File: src/rtl/pulse_period_checker_interval_counter.sv
// rtl/pulse_period_checker_interval_counter.sv - saturating clear-on-sig interval counter
//
// Ports:
//   clk       rising-edge clock
//   rst       synchronous active-high reset, clears cnt
//   sig       pulse input; clears cnt in the cycle it is high
//   cnt       cycles elapsed since the last sig (saturates at all-ones)
//   interval  cnt+1, i.e. the interval that a sig in this cycle would measure
module interval_counter #(
  parameter int CBITS = 18
) (
  input  logic             clk,
  input  logic             rst,
  input  logic             sig,
  output logic [CBITS-1:0] cnt,
  output logic [CBITS-1:0] interval
);

  always_ff @(posedge clk) begin
    if (rst) begin
      cnt <= '0;
    end else if (sig) begin
      cnt <= '0;
    end else if (cnt != '1) begin
      cnt <= cnt + CBITS'(1);
    end
  end

  // Saturate rather than wrap so a long silence in IDLE never looks like a
  // short interval.
  assign interval = (cnt == '1) ? cnt : (cnt + CBITS'(1));

endmodule

File: config.mk
export PLATFORM = sky130hd
export DESIGN_NAME = interval_counter
export DESIGN_NICKNAME = d
export VERILOG_FILES = /design/src/rtl/pulse_period_checker_interval_counter.sv
export SDC_FILE = /design/constraint.sdc
export NUM_CORES = 1
export LEC_CHECK = 0
export ABC_AREA = 1
export CORE_MARGIN = 2
export CORE_UTILIZATION = 30
export CTS_BUF_LIST = sky130_fd_sc_hd__clkbuf_4 sky130_fd_sc_hd__clkbuf_8
export DETAILED_ROUTE_END_ITERATION = 16
export PLACE_DENSITY_LB_ADDON = 0.2
export SETUP_SLACK_MARGIN = 0.1
export SLEW_MARGIN = 20
export SYNTH_ARGS = -nofsm -noshare
export SYNTH_HDL_FRONTEND = slang
export SYNTH_SLANG_ARGS = --single-unit
File: constraint.sdc
create_clock -name clk -period 1.65 [get_ports clk]
set_input_delay 0.2475 -clock clk [delete_from_list [all_inputs] [get_ports clk]]
set_output_delay 0.2475 -clock clk [all_outputs]
set_load 0.03 [all_outputs]
==> Word level (Yosys, flattened, before mapping) <==
Index checks and enable logic that the tools add are counted.
{ "classes": {"n_reduce_logical": 1, "n_addsub": 1, "eq_ne": 2, "mux": 1} }
{ "ops": {"columns": ["op", "n"], "rows": [
  ["adder 18 x 1 -> 18 bit (second input constant)", 1],
  ["equality test 18 bit (second input constant)", 1],
  ["2-to-1 mux 18 bit", 1],
  ["inequality test 18 bit (second input constant)", 1],
  ["OR reduction 2 bit", 1]
]} }
{ "word_totals": {"out_inout_bits": 36, "ff_bits": 18, "inputBits": 3, "wordCells": 6} }

==> Logic depth before layout (Yosys ltp) <==
Gate-level depths: netlist of run 1.
{ "logic_depth": {"ltp_word": 2, "ltp_mapped": 9} }

==> Worst setup path after synthesis of run 1 <==
Ideal clock, no wire load.
{ "synth_timing": {"path_type": "reg-to-output", "start": "register cnt[0]", "end": "output port interval[9]", "required_ns": 1.402, "arrival_time_ns": 1.752, "stages_incl_launch_ff": 9, "setup_slack_ns": -0.349, "path_cell_list": "dfxtp_1 ha_1 nand3_2 inv_2 nand2_4 nor2_4 nand2_4 buf_2 nand3_1"} }
{ "synth_via": {"elab_chain_cells": 2, "word_cells_on_any_way": 3, "cone_classes": "add/sub (1); eq/ne (1); mux (1)"} }
{ "synth_lines": {"columns": ["element", "line_no", "rtl"], "rows": [
  ["from (decl)", "15", "output logic [CBITS-1:0] cnt,"],
  ["from (signal assigned)", "25", "cnt <= cnt + CBITS'(1);"],
  ["adder 18 x 1 -> 18 bit or equality test 18 bit (tied branches)", "31", "assign interval = (cnt == '1) ? cnt : (cnt + CBITS'(1));"],
  ["2-to-1 mux 18 bit (*)", "31", null],
  ["to (decl)", "16", "output logic [CBITS-1:0] interval"]
]} }
Mark *: on every way between the ends. The rest lies on a longest branch, timed or not.

==> Worst setup path in the final report of run 1 <==
{ "layout_timing": {"start": "register cnt[0]", "end": "output port interval[0]"} }
Same word-level chain as after synthesis.

==> impl_metrics.toml, run 1 <==
[outcome]
outcome = "complete, but fails checks"
violations = "setup timing"

[sta]
setup_ws_ps = -269.8
fin_skew_ps = 3.705
holdWs_ps = 634.0
report.final.hold_viol_count = 0
finalSetupViolCount = 18
rsz0062_at_grt = "yes"
maxSlewViolCount = 0
fmax_mhz = 520.9
max_slew_margin = 0.5447
finalCriticalPeriod_ps = 1920
finalSetupTns_ps = -4136
tightest_slew_ps = 682.2
min_period_over_period = 1.163

[grt]
grt_max_degree = 15
grt_overflow = 0
grt_pass1_wl_um = 5540
grt_pass1_vias = 1271
antenna_found_initial = 0
grt_use_total = 0.1705

[route]
wire_per_inst_um = 11.88
drcViolationCount = 0
vias = 1303
routed_wl_um = 3492
first_pass_iters = 4
vias_per_cell = 4.432
drt_iter0_drc = 36
ant_nets = 0

[worst_setup_path]
ff2ff_setup_slack_ps = 70
startpoint_type = "register"
endpoint_kind = "output port"
crit_type = "register to output port"
reg2regPathDepth = 10
worstPathMaxFanout = 6
cp.required_ps = 1400
arrival_ps = 1670
r2r-end = "cnt[7]"
r2r-start = "cnt[0]"

[floorplanning]
die_h_um = 64.62
coreArea_mm2 = 0.003606
die-area_mm2 = 0.004175
io-pin-count = 39
dieWidth_um = 64.62
num_rows = 22
start_util = 0.3057

[yosys]
synth_seq_cells = 18
synth.largest_area_cell = "dfxtp_1"
netlist_area_mm2 = 0.001102
synth_edf_count = 0
yosysSeqAreaShare = 0.3269
yosysMostFrequentCell = "nand2_1"
synth_common_cells = "nand2_1, inv_1, nor2_1, dfxtp_1, nand3_1"
syn_nets = 170
yosysWarnings = 0
synth_ff_type = "dfxtp_1"
synth_area_leaders = "dfxtp_1, nand2_1, inv_1, a21oi_2, nor2_1"
async_flop_share = 0
synth_area_per_cell_um2 = 6.640
synth_cell_types = 22
synth_top_area_share = 0.3269
syn_inst = 166

[clocking]
cts_made_buffers = 3
clk_pin_slew_ps = 70
root_buffer = "clkbuf_8"
hold_buffers = 0
clock_sinks = 18
cts_tree = "yes"
clk_latency_ps = 260
clockBufferDepth = 2
cts_htree_levels = 1

[hold_path]
min_path_type = "primary input to register"
holdPathStages = 4
hold_end = "cnt[14]"
min_from = "rst"

[finish]
largest_register = "cnt"
syn_to_final_growth_pct = 96.71
largest_register_ffs = 18
final_layout_size_suffix_gt1_frac = 0.5285
nNetsFinal = 251
top_regs = "cnt x18"
n_antenna_cell = 0

[place]
preCtsSetupSlack_ps = -3.150
gp_congestion = 0.7791
port_buffers = 38
hpwl_um = 2551

[power_and_ir_drop]
clkPwrFrac = 0.413
internal_power_uw = 646.1
power_density_mw_per_mm2 = 389.9
p_comb_frac = 0.070
p_leak_nw = 1.051
p_switching_uw = 199.3
vdd_drop_max_v = 0.0002718
sw_frac_of_total = 0.2357
sequentialPowerShare = 0.518

[run]
maxCapViolations = 0
## power by group through the flow
stage	clock network (mW)	logic, mW	registers (mW)
after CTS	0.348	0.0571	0.438
final	0.349	0.0588	0.438
after global placement	0	0.0554	0.448
after global routing	0.367	0.0633	0.438
after floorplan	0	0.0259	0.454
after detailed placement	0	0.0550	0.448
## cells in the final DEF (no fill, tap or decap), types with 8 or more instances in the layout
master / n
inv_1: 19
a21oi_2: 9
dlygate4sd2_1: 18
buf_4: 36
dfxtp_2: 14
buf_6: 20
nand2_1: 37
inv_2: 8
nor2_1: 16
## metrics by stage
stage               instance area [um2]  total power, mW  utilization  cells
floorplan                          1296           0.4798            -    166
global placement                   1914           0.5031       0.5309    280
detailed placement                 1914           0.5028       0.5309    280
CTS                                2039           0.8430       0.5656    287
global route                       2168           0.8677       0.6013    294
finish                             2168           0.8454       0.6013    294
## worst max-delay path by stage
stage,from,endpoint,slack (ps),cells past startpoint
final,cnt[0],interval[0],-270,10
after global routing,cnt[0],interval[0],-340,10
after CTS,cnt[1],interval[6],-250,9
after detailed placement,cnt[1],interval[6],-3,9
after global placement,cnt[1],interval[6],30,9
after floorplan,cnt[2],cnt[17],90,7
## area by class of cell
type                       count  area (um2)
tap                           48       60.06
timing repair buffer          79       728.2
inverter                      27       101.3
sequential                    18       385.4
multi-input combinational    118       844.6
fill                         346        1438
clock buffer                   4       48.80
## repair_timing
action,in CTS,in global routing
buffers inserted,3,7
endpoints found under the setup margin,36,23
pin swaps,1,11
gates resized for setup,39,24
## worst max-delay path, stage by stage (launching register included)
cell     delay, ps
dfxtp_4        370
ha_4           150
nand3_4        100
inv_2           80
nand2_4         60
nor2_4         160
nand2_8        100
buf_8          160
nand2_4         60
nand2_2         50
buf_6          130
## cell families (layout without fill, tap and decap cells)
kind of cell | after synthesis | after routing | share of synthesized area
AO/OA/AOI/OAI | 15 | 15 | 0.1056
XOR/XNOR | 8 | 8 | 0.06357
AND/OR/NAND/NOR | 94 | 94 | 0.3825
buffers and inverters | 30 | 110 | 0.1101
adder cells (fa/ha/maj) | 1 | 1 | 0.01135
flip-flops | 18 | 18 | 0.3269
## layer usage
| metal | global-route usage | wire [um] | share of wire | vias up |
|---|---|---|---|---|
| li1 | - | - | - | 669 |
| met1 | 0.2105 | 1558 | 0.45 | 601 |
| met2 | 0.3008 | 1772 | 0.51 | 28 |
| met3 | 0.02778 | 122 | 0.035 | 5 |
| met4 | 0.05585 | 40 | 0.011 | 0 |
| met5 | 0 | 0 | 0 | - |
Power figures use the tool's default switching activity.
==> inputs of run 2 (changes only) <==
Settings changed: SETUP_SLACK_MARGIN 0.1 to not set.
==> run 2 against run 1 <==
  * Core utilization shrank 1.8 points
  * Register-to-register slack lost 170 ps
  * Critical path depth shrank 1
  * The run still ends with setup timing left
  * First-iteration DRC count grew 28%
  * Via count grew 0.92%
  * Design area shrank 3.0%
  * Critical path type unchanged
  * Global-route usage grew 0.66 points
  * Count of clock-buffer cells in the layout shrank 1
  * Flip-flop and latch count is the same
  * Worst setup slack gained 66 ps
  * Critical endpoint is now interval[9]
  * Hold slack lost 11 ps
  * Clock skew is essentially flat
==> impl_metrics.toml, run 2 (same netlist as run 1, synthesis figures left out) <==
[outcome]
outcome = "complete, but fails checks"
violations = "setup timing"

[clocking]
clk_latency_ps = 250
cts_tree = "yes"
clock_sinks = 18
cts_made_buffers = 3
root_buffer = "clkbuf_8"
clockBufferDepth = 2
hold_buffers = 0
cts_htree_levels = 1
clk_pin_slew_ps = 70

[finish]
syn_to_final_growth_pct = 90.81
layoutNonFillerInstCount = 289
design_area_mm2 = 0.002103
layout_commonest_cell = "buf_4"
nNetsFinal = 246
utilization = 0.5833
largest_register_ffs = 18
n_antenna_cell = 0
final_layout_size_suffix_gt1_frac = 0.5062
largest_register = "cnt"
top_regs = "cnt x18"
final_cell_mix = "buf_4, nand2_1, inv_1"

[power_and_ir_drop]
p_leak_nw = 1.112
vdd_drop_max_v = 0.0002932
p_total_uw = 818.0
power_density_mw_per_mm2 = 388.9

[worst_setup_path]
endpoint_kind = "output port"
startpoint_type = "register"
r2r-start = "cnt[1]"
worstPathMaxFanout = 7
cp.required_ps = 1400
arrival_ps = 1610
r2r-end = "cnt[11]"
ff2ff_setup_slack_ps = -100
reg2regPathDepth = 13
crit_type = "register to output port"

[route]
wire_per_inst_um = 12.03
drcViolationCount = 0
vias = 1315
drt_iter0_drc = 46
first_pass_iters = 4
ant_nets = 0
vias_per_cell = 4.550
routed_wl_um = 3477

[sta]
fin_skew_ps = 3.411
tightest_slew_ps = 698.6
holdWs_ps = 623.1
fmax_mhz = 539.5
rsz0062_at_grt = "yes"
report.final.hold_viol_count = 0
max_slew_margin = 0.5337
finalSetupViolCount = 19
finalSetupTns_ps = -3137
maxSlewViolCount = 0
setup_ws_ps = -203.4
min_period_over_period = 1.123
finalCriticalPeriod_ps = 1853

[floorplanning]
coreArea_mm2 = 0.003606
start_util = 0.3057
io-pin-count = 39
die-area_mm2 = 0.004175
dieWidth_um = 64.62
die_h_um = 64.62
num_rows = 22

[hold_path]
holdPathStages = 4
hold_end = "cnt[16]"
min_from = "cnt[16]"
min_path_type = "register to register"

[place]
gp_congestion = 0.8220
dpl-instance-area_mm2 = 0.001772
hpwl_um = 2506
placed_cells = 271
preCtsSetupSlack_ps = -24.18
port_buffers = 38

[grt]
antenna_found_initial = 0
grt_max_degree = 15
grt_pass1_wl_um = 5851
grt_overflow = 0
grt_pass1_vias = 1345
grt_use_total = 0.1770

[run]
maxCapViolations = 0
run 2: cell types whose count changed in the layout (fill, tap and decap cells not counted), moves of 6 or more:
cell,delta
dlygate4sd2_1,-15
dlymetal6s2s_1,+10
nand2_2,+7
nand2_8,-6
nor2_1,-6
run 2: repair_timing:
item | 4_1_cts | 5_1_grt
setup buffers | 12 | 2
gates cloned | 1 | 0
setup endpoints to repair | 21 | 30
resized for setup | 32 | 30
pin swaps | 10 | 6
run 2: power by group:
group / switching (mW) / internal, mW
Sequential: 0.00242 / 0.435
Clock: 0.155 / 0.165
Combinational: 0.0370 / 0.0240
Total: 0.194 / 0.624
run 2: worst max-delay path: stages (launching register included):
cell and delay [ps]:
dfxtp_4 360, ha_4 140, nand3_4 70, inv_2 70, nand2_4 60, nor2_4 160, nand2_4 120, buf_12 170
nand3_4 50, buf_6 130
run 2: worst max-delay path by stage:
stage | start | endpoint | slack [ps] | cells past startpoint
floorplan | cnt[0] | interval[10] | -1 | 8
global placement | cnt[0] | interval[16] | -8 | 8
detailed placement | cnt[0] | interval[16] | -20 | 8
CTS | cnt[1] | interval[9] | -190 | 9
global route | cnt[1] | interval[9] | -280 | 9
finish | cnt[1] | interval[9] | -200 | 9
run 2: final cells by class:
| type | count | area (um2) |
|---|---|---|
| Fill cell | 355 | 1503 |
| Multi-Input combinational cell | 119 | 805.8 |
| Timing Repair Buffer | 73 | 708.2 |
| Sequential cell | 18 | 380.4 |
| Inverter | 27 | 103.9 |
| Tap cell | 48 | 60.06 |
| Clock buffer | 3 | 41.29 |
| Clock inverter | 1 | 3.754 |
run 2: layer usage:
| layer | up-vias | part of all wire | wire length [um] | GRT usage |
|---|---|---|---|---|
| met1 | 613 | 0.42 | 1472 | 0.2144 |
| met3 | 4 | 0.052 | 180 | 0.02951 |
| met4 | 0 | 0.0098 | 34 | 0.06117 |
| met2 | 34 | 0.51 | 1789 | 0.3151 |
| met5 | - | 0 | 0 | 0 |
| li1 | 664 | - | - | - |
==> inputs of run 3 (changes only) <==
Settings changed: MAX_ROUTING_LAYER set to met4.
==> run 3 against run 2 <==
  * Largest cell class unchanged
  * Fmax barely moved
  * Total power rose by 0.12%
  * Largest power group unchanged
  * Combinational power barely moved
  * Clock power barely moved
  * Final cell count did not move
  * Design area did not move
  * The flow still finishes with violations (setup timing)
  * Die area did not move
  * Non-clock buffer count did not move
==> impl_metrics.toml, run 3 (same netlist as run 1, synthesis figures left out) <==
[place]
gp_congestion = 0.8344
hpwl_um = 2506
port_buffers = 38
preCtsSetupSlack_ps = -24.18
dpl-instance-area_mm2 = 0.001772

[sta]
max_slew_margin = 0.5323
min_period_over_period = 1.123
finalSetupTns_ps = -3127
rsz0062_at_grt = "yes"
tightest_slew_ps = 700.8
finalCriticalPeriod_ps = 1853
fin_skew_ps = 3.876
finalSetupViolCount = 19
fmax_mhz = 539.7
setup_ws_ps = -202.9
maxSlewViolCount = 0
report.final.hold_viol_count = 0

[hold_path]
min_path_type = "register to register"
hold_end = "cnt[16]"
min_from = "cnt[16]"
holdPathStages = 4

[clocking]
clockBufferDepth = 2
cts_made_buffers = 3
hold_buffers = 0
root_buffer = "clkbuf_8"
cts_htree_levels = 1
clk_latency_ps = 250
cts_tree = "yes"
clock_sinks = 18
clk_pin_slew_ps = 70

[worst_setup_path]
ff2ff_setup_slack_ps = -100
worstPathMaxFanout = 7
arrival_ps = 1610
crit_type = "register to output port"
r2r-end = "cnt[11]"
endpoint_kind = "output port"
startpoint_type = "register"
r2r-start = "cnt[1]"
cp.required_ps = 1400
reg2regPathDepth = 13

[power_and_ir_drop]
power_density_mw_per_mm2 = 389.4
p_leak_nw = 1.112
vdd_drop_max_v = 0.0002940
p_total_uw = 819.0

[route]
wire_per_inst_um = 12.01
vias_per_cell = 4.540
vias = 1312
ant_nets = 0
drcViolationCount = 0
first_pass_iters = 4
routed_wl_um = 3471
drt_iter0_drc = 50

[floorplanning]
dieWidth_um = 64.62
die-area_mm2 = 0.004175
die_h_um = 64.62
start_util = 0.3057
num_rows = 22
coreArea_mm2 = 0.003606
io-pin-count = 39

[grt]
grt_use_total = 0.1818
antenna_found_initial = 0
grt_pass1_wl_um = 5844
grt_overflow = 0
grt_pass1_vias = 1347
grt_max_degree = 15

[finish]
design_area_mm2 = 0.002103
layout_commonest_cell = "buf_4"
top_regs = "cnt x18"
largest_register_ffs = 18
n_antenna_cell = 0
final_layout_size_suffix_gt1_frac = 0.5062
nNetsFinal = 246
syn_to_final_growth_pct = 90.81
final_cell_mix = "buf_4, nand2_1, inv_1"
largest_register = "cnt"
utilization = 0.5833

[outcome]
outcome = "complete, but fails checks"
violations = "setup timing"

[run]
maxCapViolations = 0
==> run 3: cell counts in the layout (fill, tap and decap cells not counted) <==
No cell type changed its count.
==> run 3: stage by stage <==
| step | std cells | hold slack [ps] |
|---|---|---|
| after floorplan | 166 | 437.4 |
| after global placement | 271 | 634.2 |
| after detailed placement | 271 | 652.0 |
| after CTS | 288 | 626.7 |
| after global routing | 289 | 681.7 |
| final | 289 | 624.4 |
==> run 3: worst max-delay path, stage by stage, from the launching register on <==
cell	delay, ps
dfxtp_4	360
ha_4	140
nand3_4	70
inv_2	70
nand2_4	60
nor2_4	160
nand2_4	120
buf_12	170
nand3_4	50
buf_6	130
==> run 3: repair_timing <==
item                                    in CTS  in global routing
endpoints found under the setup margin      21                 30
pin swaps                                   10                  6
cloned                                       1                  0
gates resized for setup                     32                 30
setup buffers                               12                  2
==> run 3: routing by layer <==
| layer | wire [um] | track usage |
|---|---|---|
| met1 | 1501 | 0.2155 |
| met2 | 1783 | 0.3151 |
| met3 | 150 | 0.02778 |
| met4 | 36 | 0.06117 |
| met5 | 0 | - |
==> run 3: final cells by class <==
cell class                 instances  area (um2)
clock inverter                     1       3.754
fill                             355        1503
clock buffer                       3       41.29
multi-input combinational        119       805.8
tap                               48       60.06
timing repair buffer              73       708.2
sequential                        18       380.4
inverter                          27       103.9
==> run 3: report_power, final <==
| group | leakage [nW] | internal, mW | switching, mW |
|---|---|---|---|
| Sequential | 0.152 | 0.435 | 0.00242 |
| Clock | 0.0231 | 0.165 | 0.155 |
| Combinational | 0.937 | 0.0240 | 0.0371 |
==> run 3: worst max path at each step <==
stage / slack, ps / startpoint / end / cells after the start
after detailed placement: -20 / cnt[0] / interval[16] / 8
after floorplan: -1 / cnt[0] / interval[10] / 8
after CTS: -190 / cnt[1] / interval[9] / 9
after global placement: -8 / cnt[0] / interval[16] / 8
after global routing: -280 / cnt[1] / interval[9] / 9
final: -200 / cnt[1] / interval[9] / 9
